## src/rtl/sym_stream_sep.sv

```systemverilog
// Signal/payload stream separator for the OFDM receive chain.
// Splits each frame into SIGNAL and PAYLOAD streams with symbol markers.
module sym_stream_sep #(
  parameter int DW           = 12,
  parameter int SYM_LEN      = 64,
  parameter int SIG_SYMS     = 1,
  parameter int MAX_PLD_SYMS = 6,
  parameter int SW           = $clog2(MAX_PLD_SYMS + 1)
) (
  input  logic          clk,
  input  logic          rst_n,
  input  logic [DW-1:0] din_re,
  input  logic [DW-1:0] din_im,
  input  logic          din_vld,
  input  logic [SW-1:0] pld_syms,
  output logic [DW-1:0] dout_sig_re,
  output logic [DW-1:0] dout_sig_im,
  output logic          dout_sig_vld,
  output logic          dout_sig_last,
  output logic [DW-1:0] dout_pld_re,
  output logic [DW-1:0] dout_pld_im,
  output logic          dout_pld_vld,
  output logic          dout_pld_last,
  output logic [SW-1:0] dout_pld_sym,
  output logic          frame_done,
  output logic          err_trunc,
  output logic          err_ovf
);

  localparam int CW = $clog2(SYM_LEN);
  localparam int MS = (SIG_SYMS > MAX_PLD_SYMS) ?
                      SIG_SYMS : MAX_PLD_SYMS;
  localparam int YW = $clog2(MS + 1);

  localparam logic [CW-1:0] LAST_SAMP = CW'(SYM_LEN - 1);
  localparam logic [YW-1:0] SIG_LAST  = YW'(SIG_SYMS - 1);
  localparam logic [SW-1:0] MAX_N     = SW'(MAX_PLD_SYMS);

  typedef enum logic [1:0] {
    IDLE,
    SIG,
    PLD,
    DROP
  } state_t;

  state_t        r_state;
  state_t        w_state;
  logic [CW-1:0] r_samp;
  logic [CW-1:0] w_samp;
  logic [YW-1:0] r_sym;
  logic [YW-1:0] w_sym;
  logic [SW-1:0] r_pld_n;
  logic [SW-1:0] w_pld_n;
  logic          r_fresh;
  logic          r_ovf_seen;
  logic          w_ovf_seen;

  logic [DW-1:0] r_sig_re;
  logic [DW-1:0] r_sig_im;
  logic          r_sig_vld;
  logic          r_sig_last;
  logic [DW-1:0] r_pld_re;
  logic [DW-1:0] r_pld_im;
  logic          r_pld_vld;
  logic          r_pld_last;
  logic [SW-1:0] r_pld_sym;
  logic          r_done;
  logic          r_trunc;
  logic          r_ovf;

  logic [DW-1:0] w_sig_re;
  logic [DW-1:0] w_sig_im;
  logic          w_sig_vld;
  logic          w_sig_last;
  logic [DW-1:0] w_pld_re;
  logic [DW-1:0] w_pld_im;
  logic          w_pld_vld;
  logic          w_pld_last;
  logic [SW-1:0] w_pld_sym;
  logic          w_done;
  logic          w_trunc;
  logic          w_ovf;

  logic          w_eos;
  logic          w_sig_end;
  logic          w_pld_end;
  logic [SW-1:0] w_clamp;

  assign w_eos     = (r_samp == LAST_SAMP);
  assign w_sig_end = w_eos && (r_sym == SIG_LAST);
  assign w_pld_end = w_eos &&
                     (r_sym == YW'(r_pld_n) - YW'(1));
  assign w_clamp   = (pld_syms > MAX_N) ? MAX_N : pld_syms;

  always_comb begin
    w_state    = r_state;
    w_samp     = r_samp;
    w_sym      = r_sym;
    w_pld_n    = r_pld_n;
    w_ovf_seen = r_ovf_seen;
    w_sig_re   = '0;
    w_sig_im   = '0;
    w_sig_vld  = 1'b0;
    w_sig_last = 1'b0;
    w_pld_re   = '0;
    w_pld_im   = '0;
    w_pld_vld  = 1'b0;
    w_pld_last = 1'b0;
    w_pld_sym  = '0;
    w_done     = 1'b0;
    w_trunc    = 1'b0;
    w_ovf      = 1'b0;
    unique case (r_state)
      IDLE: begin
        if (din_vld) begin
          // A run already in progress at reset release is not a frame.
          if (r_fresh) begin
            w_state    = DROP;
            w_ovf_seen = 1'b1;
          end else begin
            w_pld_n   = w_clamp;
            w_sig_vld = 1'b1;
            w_sig_re  = din_re;
            w_sig_im  = din_im;
            w_samp    = CW'(1);
            w_sym     = '0;
            w_state   = SIG;
          end
        end
      end
      SIG: begin
        if (!din_vld) begin
          w_trunc = 1'b1;
          w_samp  = '0;
          w_sym   = '0;
          w_state = IDLE;
        end else begin
          w_sig_vld  = 1'b1;
          w_sig_re   = din_re;
          w_sig_im   = din_im;
          w_sig_last = w_eos;
          if (w_eos) begin
            w_samp = '0;
            if (w_sig_end) begin
              w_sym = '0;
              if (r_pld_n != '0) begin
                w_state = PLD;
              end else begin
                w_done     = 1'b1;
                w_ovf_seen = 1'b0;
                w_state    = DROP;
              end
            end else begin
              w_sym = r_sym + YW'(1);
            end
          end else begin
            w_samp = r_samp + CW'(1);
          end
        end
      end
      PLD: begin
        if (!din_vld) begin
          w_trunc = 1'b1;
          w_samp  = '0;
          w_sym   = '0;
          w_state = IDLE;
        end else begin
          w_pld_vld  = 1'b1;
          w_pld_re   = din_re;
          w_pld_im   = din_im;
          w_pld_last = w_eos;
          w_pld_sym  = SW'(r_sym);
          if (w_eos) begin
            w_samp = '0;
            if (w_pld_end) begin
              w_sym      = '0;
              w_done     = 1'b1;
              w_ovf_seen = 1'b0;
              w_state    = DROP;
            end else begin
              w_sym = r_sym + YW'(1);
            end
          end else begin
            w_samp = r_samp + CW'(1);
          end
        end
      end
      DROP: begin
        if (!din_vld) begin
          w_state = IDLE;
        end else if (!r_ovf_seen) begin
          w_ovf      = 1'b1;
          w_ovf_seen = 1'b1;
        end
      end
      default: begin
        w_state = IDLE;
      end
    endcase
  end

  always_ff @(posedge clk or negedge rst_n) begin
    if (!rst_n) begin
      r_state    <= IDLE;
      r_samp     <= '0;
      r_sym      <= '0;
      r_pld_n    <= '0;
      r_fresh    <= 1'b1;
      r_ovf_seen <= 1'b0;
      r_sig_re   <= '0;
      r_sig_im   <= '0;
      r_sig_vld  <= 1'b0;
      r_sig_last <= 1'b0;
      r_pld_re   <= '0;
      r_pld_im   <= '0;
      r_pld_vld  <= 1'b0;
      r_pld_last <= 1'b0;
      r_pld_sym  <= '0;
      r_done     <= 1'b0;
      r_trunc    <= 1'b0;
      r_ovf      <= 1'b0;
    end else begin
      r_state    <= w_state;
      r_samp     <= w_samp;
      r_sym      <= w_sym;
      r_pld_n    <= w_pld_n;
      r_fresh    <= 1'b0;
      r_ovf_seen <= w_ovf_seen;
      r_sig_re   <= w_sig_re;
      r_sig_im   <= w_sig_im;
      r_sig_vld  <= w_sig_vld;
      r_sig_last <= w_sig_last;
      r_pld_re   <= w_pld_re;
      r_pld_im   <= w_pld_im;
      r_pld_vld  <= w_pld_vld;
      r_pld_last <= w_pld_last;
      r_pld_sym  <= w_pld_sym;
      r_done     <= w_done;
      r_trunc    <= w_trunc;
      r_ovf      <= w_ovf;
    end
  end

  assign dout_sig_re   = r_sig_re;
  assign dout_sig_im   = r_sig_im;
  assign dout_sig_vld  = r_sig_vld;
  assign dout_sig_last = r_sig_last;
  assign dout_pld_re   = r_pld_re;
  assign dout_pld_im   = r_pld_im;
  assign dout_pld_vld  = r_pld_vld;
  assign dout_pld_last = r_pld_last;
  assign dout_pld_sym  = r_pld_sym;
  assign frame_done    = r_done;
  assign err_trunc     = r_trunc;
  assign err_ovf       = r_ovf;

endmodule

```

## config.mk

```make
export PLATFORM = sky130hd
export DESIGN_NAME = sym_stream_sep
export DESIGN_NICKNAME = d
export VERILOG_FILES = /design/src/rtl/sym_stream_sep.sv
export SDC_FILE = /design/constraint.sdc
export NUM_CORES = 1
export LEC_CHECK = 0
export ABC_AREA = 1
export BUFFER_PORTS_ARGS = -buffer_cell sky130_fd_sc_hd__clkbuf_2
export CAP_MARGIN = 30
export CORE_MARGIN = 4
export CORE_UTILIZATION = 45
export CTS_CLUSTER_SIZE = 24
export DETAILED_ROUTE_END_ITERATION = 10
export GPL_TIMING_DRIVEN = 0
export MAX_ROUTING_LAYER = met4
export PLACE_DENSITY = 0.81
export SYNTH_ARGS = -nofsm -noshare
export SYNTH_HDL_FRONTEND = slang
export SYNTH_SLANG_ARGS = --single-unit
```

## constraint.sdc

```tcl
create_clock -name clk -period 5.2 [get_ports clk]
set_clock_uncertainty 0.15 [all_clocks]
set_input_delay 0 -clock clk [delete_from_list [all_inputs] [get_ports clk]]
set_output_delay 0 -clock clk [all_outputs]
set_load 0.01 [all_outputs]
```

==> flow_metrics.py <==
metrics = {
    "clocking": {
        "ctsRootBufferMaster": "clkbuf_8",
        "cts_tree": "done",
        "post-cts-setup-buffer-count": 0,
        "clock_path_buffers": 2,
        "cts.sinks": 74,
        "clk_pin_slew_ps": 80,
        "numCtsBuffers": 9,
        "cts_htree_levels": 3,
        "worstSkewPairLatency_ps": 340,
    },
    "grt": {
        "antenna_found_initial": 0,
        "grt.met1_usage": 0.219,
        "grt_busiest_layer": "met2",
        "grt_pass1_vias": 2518,
        "grt-ovfl-total": 0,
        "grtUsageMet3": 0.0571,
        "grt_pass1_wl_microns": 12100,
        "track_usage": 0.212,
        "grt_max_degree": 42,
        "grtUsageMet2": 0.376,
    },
    "critical_path": {
        "start_kind": "flop",
        "cp.required_ps": 5310,
        "crit_type": "flop to flop",
        "cp.arrival_ps": 2190,
        "r2r_setup_slack_ps": 3120,
        "crit_path_end_kind": "flop",
        "rr_worst_depth": 7,
        "crit_fanout": 6,
    },
    "synthesis": {
        "synth_edf_count": 0,
        "ys_top_cells_by_area": "dfrtp_1 (62%), nor2_1 (8.8%), inv_1 (6.0%)",
        "synth_seq_cells": 74,
        "syn_area_per_cell_sq_um": 9.77,
        "synth_top_area_frac": 0.619,
        "synth_warnings": 0,
        "yosys.cell_types.count": 29,
        "yosysMostFrequentCell": "dfrtp_1",
        "synthTopCellsByCount": "dfrtp_1 (73), nor2_1 (69), inv_1 (47), nand2_1 (46), ha_1 (10)",
        "synth_top_flop_cell": "dfrtp_1",
        "synth_top_cell_by_area": "dfrtp_1",
        "synthCells": 302,
        "syn-num-nets": 342,
        "synthesis.area_sq_um": 2950,
        "synth-seq-area-share": 0.628,
        "ys_async_sr_fraction": 1.00,
    },
    "floorplan": {
        "fp.coreArea_sq_um": 6350,
        "ios": 88,
        "fp.dieH_microns": 89.0,
        "start_util": 0.465,
        "row_count": 29,
        "dieWidth_microns": 89.0,
        "dieArea_sq_um": 7920,
    },
    "timing": {
        "fin_tns_setup_ps": 0,
        "fmax_ghz": 0.481,
        "rsz0062_at_grt": "false",
        "period_needed_ps": 2080,
        "fin_crit_sh": 0.400,
        "final_hold_viol_count": 0,
        "maxSlewViolCount": 0,
        "finalSetupViolations": 0,
    },
    "cells_and_area": {
        "n_fill_cell": 411,
        "layout.nets": 471,
        "ff_latch_area_sq_um": 1850,
        "final_area_sq_um": 4020,
        "multi_input_area_sq_um": 865,
        "area_delta_synth_final_pct": 36.3,
        "num_antenna_cells": 0,
        "drive_above_1_share": 0.299,
    },
    "route": {
        "drtIter0Drc": 153,
        "drt-total-wl_microns": 7840,
        "vias": 2464,
        "drcViolationCount": 0,
        "wl_per_cell_microns": 15.3,
        "firstDrtPassIters": 4,
        "ant_nets": 0,
        "avgViaCountPerCell": 4.81,
    },
    "power": {
        "power_density_nw_per_um2": 456,
        "p_leak_uw": 0.00234,
        "max-vdd-ir-drop_v": 0.000315,
    },
    "job": {
        "cap_violations": 0,
    },
    "placement": {
        "gp_congestion": 0.889,
        "place_area_sq_um": 3510,
        "dp_hpwl_microns": 4670,
        "portBuffers": 87,
    },
    "status": {
        "status": "finished, final reports clean",
    },
    "worst_hold_path": {
        "hold_path.class": "input port to async pin",
    },
}
[power by group]
group          switching, uW  internal (uW)  leakage, uW
clock                    209            280     0.000112
sequential              52.9            680     0.000999
combinational            391            220      0.00123
[metal layers]
metal,up-vias,part of all wire
li1,1157,-
met1,1158,0.38
met2,122,0.50
met3,27,0.090
met4,0,0.026
met5,-,0
[final cells by class]
type / count / share of cell area
well taps: 77 / 0.0240
clock inverters: 5 / 0.0196
multi-input cells: 170 / 0.215
repair buffers: 118 / 0.188
flip-flops and latches: 74 / 0.461
plain buffers: 6 / 0.00964
inverters: 52 / 0.0485
clock buffers: 10 / 0.0342
[critical path, cell delays in order, from the launching register on]
cell and delay, ps:
dfrtp_1 420, inv_1 120, ha_1 280, nand3_2 150, inv_1 150, nand3_1 90
dlygate4sd3_1 560, o21ai_0 80
[per-stage QoR]
| step | total power [uW] | hold WS [ps] | util | cells | worst slack [ps] |
|---|---|---|---|---|---|
| after CTS | 1810 | 39.4 | 0.633 | 512 | 3130 |
| final | 1830 | 40.8 | 0.633 | 512 | 3120 |
| after floorplan | 1130 | -446 | - | 302 | 3560 |
| after detailed placement | 1320 | -137 | 0.552 | 467 | 3330 |
| after global routing | 1950 | 89.4 | 0.633 | 512 | 2980 |
| after global placement | 1290 | 70.1 | 0.549 | 466 | 3350 |
[timing repair]
item,CTS,global route
resized for setup,0,0
hold buffers,30,0
hold endpoints to repair,131,0
[final timing paths]
kind,from,endpoint
min,rst_n,r_samp[5]$_DFFE_PN0P_
max,r_state[0]$_DFFE_PN0P_,r_pld_n[0]$_DFFE_PN0P_
min reg2reg,r_ovf_seen$_DFFE_PN0P_,err_ovf$_DFF_PN0_
max reg2reg,r_state[0]$_DFFE_PN0P_,r_pld_n[0]$_DFFE_PN0P_
min in group clk,din_im[9],dout_pld_im[9]$_DFF_PN0_
max in group asynchronous,rst_n,r_samp[2]$_DFFE_PN0P_
[cells by family (layout without fill, tap and decap cells)]
kind of cell	Yosys count	in the layout	synth area share
xor+xnor	2	2	0.00594
simple gates	138	138	0.201
fa+ha+maj	10	10	0.0424
other cells	1	1	0.00127
buf+inv	58	191	0.0793
compound gates	19	19	0.0424
flops	74	74	0.628
[sequential cells by signal, summed over array words and instances, names as in the netlist, 2 cells and up]
register and flops:
dout_pld_im 12, dout_pld_re 12, dout_pld_sym 3, dout_sig_im 12
dout_sig_re 12, r_pld_n 3, r_samp 6, r_state 2
r_sym 3
[cells in the final DEF, fill, tap and decap left out, drive strengths merged]
cell and count:
clkbuf 97, dfrtp 73, nor2 73, inv 52, nand2 49, dlygate4sd3 30
nand3 12, ha 10, o21ai 9, buf 7, a21oi 6, nand4 3
clkinv 3, o21a 2, bufinv 2, xor2 1, a22oi 1, nor3 1
a31o 1, xnor2 1, dfstp 1, conb 1
Note: power is estimated with default switching activity, not from simulation.
